<file path="config.mk">
export PLATFORM = sky130hd
export DESIGN_NAME = uart_mmio_bridge
export DESIGN_NICKNAME = d
export VERILOG_FILES = /design/src/rtl/uart_mmio_bridge.sv
export SDC_FILE = /design/constraint.sdc
export NUM_CORES = 1
export LEC_CHECK = 0
export ABC_CLOCK_PERIOD_IN_PS = 3450
export BUFFER_PORTS_ARGS = -buffer_cell sky130_fd_sc_hd__buf_2
export CELL_PAD_IN_SITES_DETAIL_PLACEMENT = 1
export CELL_PAD_IN_SITES_GLOBAL_PLACEMENT = 2
export CORE_MARGIN = 5
export CORE_UTILIZATION = 37
export CTS_BUF_LIST = sky130_fd_sc_hd__clkbuf_8 sky130_fd_sc_hd__clkbuf_16
export CTS_CLUSTER_SIZE = 12
export DETAILED_ROUTE_END_ITERATION = 7
export PLACE_DENSITY = 0.64
export SKIP_LAST_GASP = 1
export SLEW_MARGIN = 20
export SYNTH_ARGS = -nofsm -noshare
export SYNTH_HDL_FRONTEND = slang
export SYNTH_SLANG_ARGS = --single-unit
</file>
<file path="constraint.sdc">
create_clock -name clk -period 3.45 [get_ports clk]
set_input_delay 1.035 -clock clk [delete_from_list [all_inputs] [get_ports clk]]
set_output_delay 1.035 -clock clk [all_outputs]
set_load 0.01 [all_outputs]
</file>
<file path="src/rtl/uart_mmio_bridge.sv">
// Register-port sequencer for a 16550: programs divisor/LCR/FCR/IER after reset,
// then polls LSR and shuttles bytes between CPU-side FIFOs and THR/RBR.
module uart_mmio_bridge #(
  parameter int          TX_DEPTH  = 16,
  parameter int          RX_DEPTH  = 16,
  parameter logic [15:0] DIVISOR   = 16'd27,
  parameter logic [7:0]  LCR_VAL   = 8'h03,
  parameter int          BURST_MAX = 16
) (
  input  logic                        clk,
  input  logic                        Rst,
  input  logic                        tx_valid,
  input  logic [7:0]                  tx_data,
  output logic                        tx_ready,
  output logic                        rx_valid,
  output logic [7:0]                  rx_data,
  input  logic                        rx_ready,
  output logic [$clog2(TX_DEPTH):0]   tx_count,
  output logic [$clog2(RX_DEPTH):0]   rx_count,
  output logic                        init_done,
  output logic [2:0]                  err_sticky,
  input  logic                        err_clr,
  output logic [2:0]                  uart_addr,
  output logic [7:0]                  uart_din,
  output logic                        tx_wen,
  output logic                        rx_ren,
  input  logic [7:0]                  uart_dout
);

  localparam int TX_AW = $clog2(TX_DEPTH);
  localparam int RX_AW = $clog2(RX_DEPTH);
  localparam int BC_W  = $clog2(BURST_MAX) + 1;

  localparam logic [TX_AW:0]   TX_FULL   = (TX_AW + 1)'(TX_DEPTH);
  localparam logic [TX_AW:0]   TX_ONE    = (TX_AW + 1)'(1);
  localparam logic [RX_AW:0]   RX_FULL   = (RX_AW + 1)'(RX_DEPTH);
  localparam logic [BC_W-1:0]  BURST_LIM = BC_W'(BURST_MAX);

  localparam logic [2:0] S_INIT_REQ = 3'd0;
  localparam logic [2:0] S_INIT_CAP = 3'd1;
  localparam logic [2:0] S_POLL_REQ = 3'd2;
  localparam logic [2:0] S_POLL_CAP = 3'd3;
  localparam logic [2:0] S_RX_REQ   = 3'd4;
  localparam logic [2:0] S_RX_CAP   = 3'd5;
  localparam logic [2:0] S_TX_BURST = 3'd6;
  localparam logic [2:0] S_TX_IDLE  = 3'd7;

  localparam logic [2:0] ADDR_DATA = 3'd0;
  localparam logic [2:0] ADDR_DLL  = 3'd0;
  localparam logic [2:0] ADDR_DLM  = 3'd1;
  localparam logic [2:0] ADDR_IER  = 3'd1;
  localparam logic [2:0] ADDR_FCR  = 3'd2;
  localparam logic [2:0] ADDR_LCR  = 3'd3;
  localparam logic [2:0] ADDR_LSR  = 3'd5;
  localparam logic [2:0] LAST_STEP = 3'd5;

  logic [2:0]       state_q, state_d;
  logic [2:0]       step_q, step_d;
  logic             started_q, started_d;
  logic             init_done_q, init_done_d;
  logic [2:0]       err_q, err_d;
  logic [BC_W-1:0]  burst_q, burst_d, burst_inc;

  logic [7:0]       tx_mem [TX_DEPTH];
  logic [TX_AW-1:0] tx_wr_q, tx_wr_d, tx_rd_q, tx_rd_d;
  logic [TX_AW:0]   tx_cnt_q, tx_cnt_d;
  logic [7:0]       rx_mem [RX_DEPTH];
  logic [RX_AW-1:0] rx_wr_q, rx_wr_d, rx_rd_q, rx_rd_d;
  logic [RX_AW:0]   rx_cnt_q, rx_cnt_d;

  logic             tx_push, tx_pop, rx_push, rx_pop, rx_full;
  logic [2:0]       init_addr, bus_addr;
  logic [7:0]       init_din, bus_din;
  logic             bus_wen, bus_ren;

  // started_q keeps the bus quiet (and tx_ready low) for the cycle after reset.
  assign started_d = 1'b1;
  assign tx_ready  = started_q & (tx_cnt_q != TX_FULL);
  assign tx_push   = tx_valid & tx_ready;
  assign rx_valid  = (rx_cnt_q != '0);
  assign rx_pop    = rx_valid & rx_ready;
  assign rx_full   = (rx_cnt_q == RX_FULL);
  assign rx_data   = rx_valid ? rx_mem[rx_rd_q] : 8'h00;
  assign burst_inc = burst_q + BC_W'(1);

  assign tx_count   = tx_cnt_q;
  assign rx_count   = rx_cnt_q;
  assign init_done  = init_done_q;
  assign err_sticky = err_q;
  assign uart_addr  = bus_addr;
  assign uart_din   = bus_din;
  assign tx_wen     = bus_wen;
  assign rx_ren     = bus_ren;

  always_comb begin
    init_addr = ADDR_LCR;
    init_din  = 8'h00;
    case (step_q)
      3'd0:    begin init_addr = ADDR_LCR; init_din = 8'h80;         end
      3'd1:    begin init_addr = ADDR_DLL; init_din = DIVISOR[7:0];  end
      3'd2:    begin init_addr = ADDR_DLM; init_din = DIVISOR[15:8]; end
      3'd3:    begin init_addr = ADDR_LCR; init_din = LCR_VAL;       end
      3'd4:    begin init_addr = ADDR_FCR; init_din = 8'h07;         end
      3'd5:    begin init_addr = ADDR_IER; init_din = 8'h00;         end
      default: begin init_addr = ADDR_LCR; init_din = 8'h00;         end
    endcase
  end

  always_comb begin
    state_d     = state_q;
    step_d      = step_q;
    init_done_d = init_done_q;
    burst_d     = burst_q;
    err_d       = err_q;
    tx_pop      = 1'b0;
    rx_push     = 1'b0;
    bus_addr    = 3'd0;
    bus_din     = 8'h00;
    bus_wen     = 1'b0;
    bus_ren     = 1'b0;
    if (started_q) begin
      case (state_q)
        S_INIT_REQ: begin
          bus_addr = init_addr;
          bus_din  = init_din;
          bus_wen  = 1'b1;
          state_d  = S_INIT_CAP;
          if (step_q == LAST_STEP) init_done_d = 1'b1;
        end
        S_INIT_CAP: begin
          bus_addr = init_addr;
          if (step_q == LAST_STEP) begin
            state_d = S_POLL_REQ;
          end else begin
            step_d  = step_q + 3'd1;
            state_d = S_INIT_REQ;
          end
        end
        S_POLL_REQ: begin
          bus_addr = ADDR_LSR;
          bus_ren  = 1'b1;
          state_d  = S_POLL_CAP;
        end
        S_POLL_CAP: begin
          bus_addr = ADDR_LSR;
          err_d    = err_q | uart_dout[3:1];
          // Receive wins over transmit so the 16550 RX FIFO never overruns first.
          if (uart_dout[0] && !rx_full) begin
            state_d = S_RX_REQ;
          end else if (uart_dout[5] && (tx_cnt_q != '0)) begin
            state_d = S_TX_BURST;
            burst_d = '0;
          end else begin
            state_d = S_POLL_REQ;
          end
        end
        S_RX_REQ: begin
          bus_addr = ADDR_DATA;
          bus_ren  = 1'b1;
          state_d  = S_RX_CAP;
        end
        S_RX_CAP: begin
          bus_addr = ADDR_DATA;
          rx_push  = 1'b1;
          state_d  = S_POLL_REQ;
        end
        S_TX_BURST: begin
          bus_addr = ADDR_DATA;
          bus_din  = tx_mem[tx_rd_q];
          bus_wen  = 1'b1;
          tx_pop   = 1'b1;
          burst_d  = burst_inc;
          // FIFO is non-empty after this pop if more than one entry remains or a push lands now.
          if ((burst_inc < BURST_LIM) && ((tx_cnt_q > TX_ONE) || tx_push)) begin
            state_d = S_TX_BURST;
          end else begin
            state_d = S_TX_IDLE;
          end
        end
        S_TX_IDLE: begin
          state_d = S_POLL_REQ;
        end
        default: begin
          state_d = S_INIT_REQ;
        end
      endcase
    end
    if (err_clr) err_d = 3'b000;
  end

  always_comb begin
    tx_wr_d  = tx_push ? tx_wr_q + TX_AW'(1) : tx_wr_q;
    tx_rd_d  = tx_pop  ? tx_rd_q + TX_AW'(1) : tx_rd_q;
    tx_cnt_d = tx_cnt_q + {{TX_AW{1'b0}}, tx_push} - {{TX_AW{1'b0}}, tx_pop};
    rx_wr_d  = rx_push ? rx_wr_q + RX_AW'(1) : rx_wr_q;
    rx_rd_d  = rx_pop  ? rx_rd_q + RX_AW'(1) : rx_rd_q;
    rx_cnt_d = rx_cnt_q + {{RX_AW{1'b0}}, rx_push} - {{RX_AW{1'b0}}, rx_pop};
  end

  always_ff @(posedge clk) begin
    if (tx_push) tx_mem[tx_wr_q] <= tx_data;
  end

  always_ff @(posedge clk) begin
    if (rx_push) rx_mem[rx_wr_q] <= uart_dout;
  end

  always_ff @(posedge clk) begin
    if (Rst) begin
      state_q     <= S_INIT_REQ;
      step_q      <= 3'd0;
      started_q   <= 1'b0;
      init_done_q <= 1'b0;
      err_q       <= 3'b000;
      burst_q     <= '0;
      tx_wr_q     <= '0;
      tx_rd_q     <= '0;
      tx_cnt_q    <= '0;
      rx_wr_q     <= '0;
      rx_rd_q     <= '0;
      rx_cnt_q    <= '0;
    end else begin
      state_q     <= state_d;
      step_q      <= step_d;
      started_q   <= started_d;
      init_done_q <= init_done_d;
      err_q       <= err_d;
      burst_q     <= burst_d;
      tx_wr_q     <= tx_wr_d;
      tx_rd_q     <= tx_rd_d;
      tx_cnt_q    <= tx_cnt_d;
      rx_wr_q     <= rx_wr_d;
      rx_rd_q     <= rx_rd_d;
      rx_cnt_q    <= rx_cnt_d;
    end
  end

endmodule

</file>
==> Word level (Yosys, flattened, before mapping) <==
Memories as Yosys holds them, arrays and structs flattened. A register that Yosys moved wholly into a read port is not among the register bits.
Index checks and enable logic that the tools add are counted.
W data, S select, Z words.
{ "word_totals": {"regBits": 42, "mem_bits_rw": 256, "output_inout_bits": 37, "elab_cells": 100, "memories": 2} }
{ "op_classes": {"n_addsub": 10, "order_cmp": 2, "eq_ne": 16, "n_mux": 32, "n_bitwise": 5, "n_reduce_logical": 21} }
{ "memory_table": {"columns": ["memory", "depth", "word_bits", "read_ports", "rd_clocked_by_memory_dff", "write_ports", "line_no", "rtl"], "rows": [
  ["rx_mem", 16, 8, 1, 1, 1, "67", "logic [7:0] rx_mem [RX_DEPTH];"],
  ["tx_mem", 16, 8, 1, 1, 1, "64", "logic [7:0] tx_mem [TX_DEPTH];"]
]} }
{ "ops": {"columns": ["cell", "n"], "rows": [
  ["$pmux W8 S4", 1],
  ["$pmux W3 S7", 1],
  ["$eq A3 B3 Y1 const B", 6],
  ["$add A4 B1 Y4 const B", 4],
  ["$mux W4", 4],
  ["$mux W8", 2],
  ["$pmux W8 S2", 1],
  ["$mux W1", 14],
  ["$reduce_or A2 Y1", 7],
  ["$eq A3 B2 Y1 const B", 4],
  ["$add A5 B1 Y5", 2],
  ["$mux W5", 2],
  ["$pmux W5 S2", 1],
  ["$reduce_bool A5 Y1", 2],
  ["$sub A5 B1 Y5", 2],
  ["$mux W3", 3],
  ["$eq A3 B1 Y1 const B", 2],
  ["$logic_not A3 Y1", 2],
  ["$pmux W2 S3", 1],
  ["$pmux W3 S2", 1],
  ["$reduce_and A3 Y1", 2],
  ["$add A5 B1 Y5 const B", 1],
  ["$eq A5 B5 Y1 const B", 1],
  ["$gt A5 B1 Y1 const B", 1],
  ["14 further kinds", 19]
]} }

==> Longest topological paths before layout <==
{ "logic_depth": {"depth_word": 7, "mapped_depth": 14, "depth_no_buf": 13} }

==> Least setup slack after synthesis <==
OpenSTA, ideal clock, no wires.
{ "synth_timing": {"kind": "in2reg", "start": "input port tx_valid", "end": "register tx_cnt_q[4], in the netlist tx_count[4]", "setup_ns": 0.071, "t_arrival_ns": 2.791, "required_ns": 3.379, "slack_ns": 0.589, "path_stages": 11, "cell_sequence": "and3_1 -> buf_2 -> inv_2 -> ha_1 -> inv_1 -> ha_1 -> fa_1 -> nand2b_1 -> a21oi_1 -> or3_1 -> a21oi_1"} }
{ "synth_via": {"elab_chain_len": 3} }
{ "synth_lines": {"columns": ["element", "line_no", "rtl"], "rows": [
  ["start: declaration", "12", "input logic tx_valid,"],
  ["$and A1 B1 Y1", "79", "assign tx_push = tx_valid & tx_ready;"],
  ["$add A5 B1 Y5", "194", "tx_cnt_d = tx_cnt_q + {{TX_AW{1'b0}}, tx_push} - {{TX_AW{1'b0}}, tx_pop};"],
  ["$sub A5 B1 Y5", "194", null],
  ["end signal: assignment", "231", "tx_cnt_q <= tx_cnt_d;"],
  ["end: declaration", "66", "logic [TX_AW:0] tx_cnt_q, tx_cnt_d;"]
]} }
No other way between the ends.
A chain may end at the register's enable or synchronous reset.

==> summary.md <==
| Metric | Value |
|---|---|
| Outcome | finished clean |
| Clock-pin slew on the worst setup and hold paths | 50 ps |
| Max incr delay on CP | roughly 570 ps |
| Synth Cell Area | approximately 13,000 um2 |
| Critical path endpoint category | output pin |
| Worst path depth | 5 |
| CTS sink count | between 300 and 400 |
| Total die area | roughly 38,000 um2 |
| R2R setup slack | between 500 and 600 ps |
| Ant. Diodes | 0 |
| Hold Crit Class | flop to flop |
| Crit path max fanout | 4 |
| WL met1 | roughly 12 mm |
| Drt via density | ~5.1 |
| CTS max path bufs | 3 |
| Multi-input logic area | ~3600 um2 |
| Vias in the first global route | between 7,000 and 8,000 |
| GP Congestion | 0.7306 |
| Relative slew slack | between 30% and 40% |
| Post-synthesis register bit count | ~300 |
| Filler cells | around 3,300 |
| Critical Path RT | between 2000 and 2500 ps |
| Std cell rows | 67 |
| Worst hold slack | 495.6 ps |
| Routed met3 length | 1.373 mm |
| Core Footprint | 33,450 um2 |
| Final HPWL DP | approximately 18 mm |
| Crit path time final | 3328 ps |
| Unique masters post-synth | 54 |
| # port buffers | 57 |
| Setup CP Type | flop to output pin |
| Hold Crit Endpoint | burst_q[3] |
| Slew Viols, Final | 0 |
| Detail Route Antenna Nets | 0 |
| Post-synth top area cell | edfxtp_1 |
| CTS tree | built |
| Die Y | between 150 and 200 um |
| Antenna violations before repair | 0 |
| Final Instance Area | between 10,000 and 15,000 um2 |
| DRC violations left | 0 |
| PD cells | 606.2 nW/um2 |
| Met2 WL | about 14 mm |
| Placed cell areas | 13,470 um2 |
| CP startpoint kind | flop |
| Critical Path AT | between 2000 and 2500 ps |
| Largest net degree at the start of global routing | 33 |
| Reg2reg end | tx_count[4] |
| Mean Syn Cell Area | 16.90 um2 |
| Fraction of registers with async set or reset after synthesis | 0% |
| Final Hold Viols | 0 |
| Sequential cell area | ~8700 um2 |
| Starting Density | a little under two fifths |
| Worst vdd ir | 0.3651 mV |
| Area fraction of the dominant cell type after synthesis | between 60% and 70% |
| Worst-Margin Slew | a little under 1000 ps |
| CP max-delay cell | mux4_1 |
| CTS H-tree depth | 2 |
| Final WL | about 28 mm |
| Root Buffer | clkbuf_16 |
| Critical path, cell by cell | mux4_1 -> mux2_2 -> a21oi_1 -> o21ai_1 -> buf_2 |
| Total GRT Usage | 14.77% |
| CTS Buf Count | 36 |
| First-pass GRT wire length | 43.37 mm |
| Ranking of synthesized cells by area | edfxtp_1 (61%), mux4_2 (11%), dfxtp_1 (8.0%) |
| Leakage | 4.851 nW |
| P&R area growth vs syn | 16.60% |
| Syn_nets | 792 |
| Sequential area share after synthesis | 69.47% |
| RSZ-0062 raised after global routing | true |
| Main synth FF type | edfxtp_1 |
| Die width | between 150 and 200 um |
| Post-synth EDFFs | around 260 |
| Pre-antenna DRT Iters | 4 |
| Max Used Layer | met4 |
| Final Skew | about 18 ps |
| Top delay family on crit path | multiplexers |
| Worst R2R Start | tx_count[2] |
| Vias | between 6,000 and 7,000 |
| Hold Startpoint | burst_q[3] |
| R2R depth | 13 |
| WHS Path Cells | 1 |
| Max Fclk | between 0.3 and 0.4 GHz |
| Setup-failing EPs final | 0 |
| Fin crit share | between 90% and 100% |
| Share of cells above drive strength 1 | around 25% |
| Mapped Cells | 740 |
| Total gr overflow | 0 |
| Ports | between 50 and 60 |
| Setup TNS | 0 ps |
| Synth Warn # | 0 |
| Final Net Count | slightly below 900 |
| DR WL/cell | approximately 21 um |
| Sum of buffers and inverters on the critical path | 1 |
| Max-cap violations | 0 |
| Worst-Skew Late Latency | 520 ps |
| Initial DRC Count | ~360 |
## cell usage in the layout (no fill, tap or decap), types with 4 or more instances in the layout
cell type    n
a21oi_1     23
and2_1       5
buf_2       57
buf_4       34
clkbuf_16   37
clkinv_1     6
dfxtp_1     46
dfxtp_2      4
edfxtp_1   256
ha_1        29
inv_1       31
mux2i_1     30
mux4_2      61
nand2_1     28
nand2b_1    13
nand3_1      9
nor2_1      59
nor2b_1      9
nor3_1      14
o211ai_1     4
o21ai_0      7
o22ai_1     10
xnor2_1      8
xor2_1      11
## synthesized netlist by cell type (2+ instances only)
cell type	instances
a21o_1	2
a21oi_1	23
a311oi_1	3
a31oi_1	2
and2_1	5
and3_1	3
buf_1	8
buf_2	14
buf_4	6
clkbuf_1	9
dfxtp_1	50
edfxtp_1	256
fa_1	2
ha_1	29
inv_1	22
inv_2	2
mux2i_1	30
mux4_1	3
mux4_2	61
nand2_1	29
nand2b_1	14
nand3_1	9
nand4_1	3
nand4bb_1	3
nor2_1	60
nor2b_1	9
nor3_1	14
o211ai_1	4
o21a_1	2
o21ai_0	7
o21ai_1	2
o221ai_1	2
o22ai_1	10
o31ai_1	3
or3_1	3
xnor2_1	8
xor2_1	11
## state kept, by name, indices dropped and copies added (netlist names), 3 cells and up, named ones only
register / count
tx_mem: 128
tx_rd_q: 4
state_q: 3
rx_wr_q: 4
step_q: 3
tx_wr_q: 4
rx_count: 5
err_sticky: 3
rx_rd_q: 4
rx_mem: 128
burst_q: 5
tx_count: 5
## cells by family after synthesis
| kind of cell | share of synthesized area [%] |
|---|---|
| compound gates | 3.292 |
| xor+xnor | 1.331 |
| fa+ha+maj | 3.222 |
| buf+inv | 2.241 |
| flops | 69.47 |
| mux | 14.11 |
| simple gates | 6.333 |
## final cells by class
type	count	share of cell area [%]
Clock buffer	40	6.633
Timing Repair Buffer	94	4.059
Sequential cell	306	59.62
Multi-Input combinational cell	372	24.37
Clock inverter	22	0.8581
Inverter	24	0.6178
Tap cell	448	3.844
## worst reg2reg max path: cells and delay by family, from the launching register on
family	cells	cell delay [ps]
AO/OA/AOI/OAI	2	220
adder cells (fa/ha/maj)	4	1110
buffers and inverters	3	240
flip-flops	1	360
AND/OR/NAND/NOR	4	890
## per-layer routing
metal	track usage, %	vias up
li1	-	3052
met1	18.96	3414
met2	26.37	125
met3	2.693	44
met4	3.151	0
met5	0	-
## how the worst max path moves through the flow
| stage | from | slack [ps] | to |
|---|---|---|---|
| finish | flop | 120 | uart_din[7] |
| CTS | rx_count[3] | 40 | rx_data[0] |
| floorplan | tx_valid | 590 | tx_count[4] |
| global placement | tx_valid | 400 | tx_count[4] |
| global route | flop | -5 | uart_din[0] |
| detailed placement | tx_valid | 320 | tx_count[4] |
## stage by stage
| stage | total power [W] | setup WS, ps | cells | util [%] |
|---|---|---|---|---|
| after floorplan | 0.005067 | 588.7 | 740 | - |
| after CTS | 0.008989 | 43.87 | 1306 | 43.56 |
| final | 0.008839 | 121.8 | 1306 | 43.59 |
| after global routing | 0.009264 | -4.622 | 1306 | 43.59 |
| after global placement | 0.005432 | 396.9 | 1244 | 40.26 |
| after detailed placement | 0.005490 | 316.0 | 1244 | 40.26 |
## timing repair
item / 4_1_cts / 5_1_grt
hold buffers: 0 / 0
gates resized for setup: 3 / 5
buffers inserted: 0 / 0
setup endpoints to repair: 7 / 9
## power breakdown
group          internal, W  switching [W]  total [W]
clock network      0.00202        0.00143    0.00344
logic             0.000580       0.000662    0.00124
registers          0.00408      0.0000734    0.00415
No activity file was read; power rests on OpenSTA's default activity.
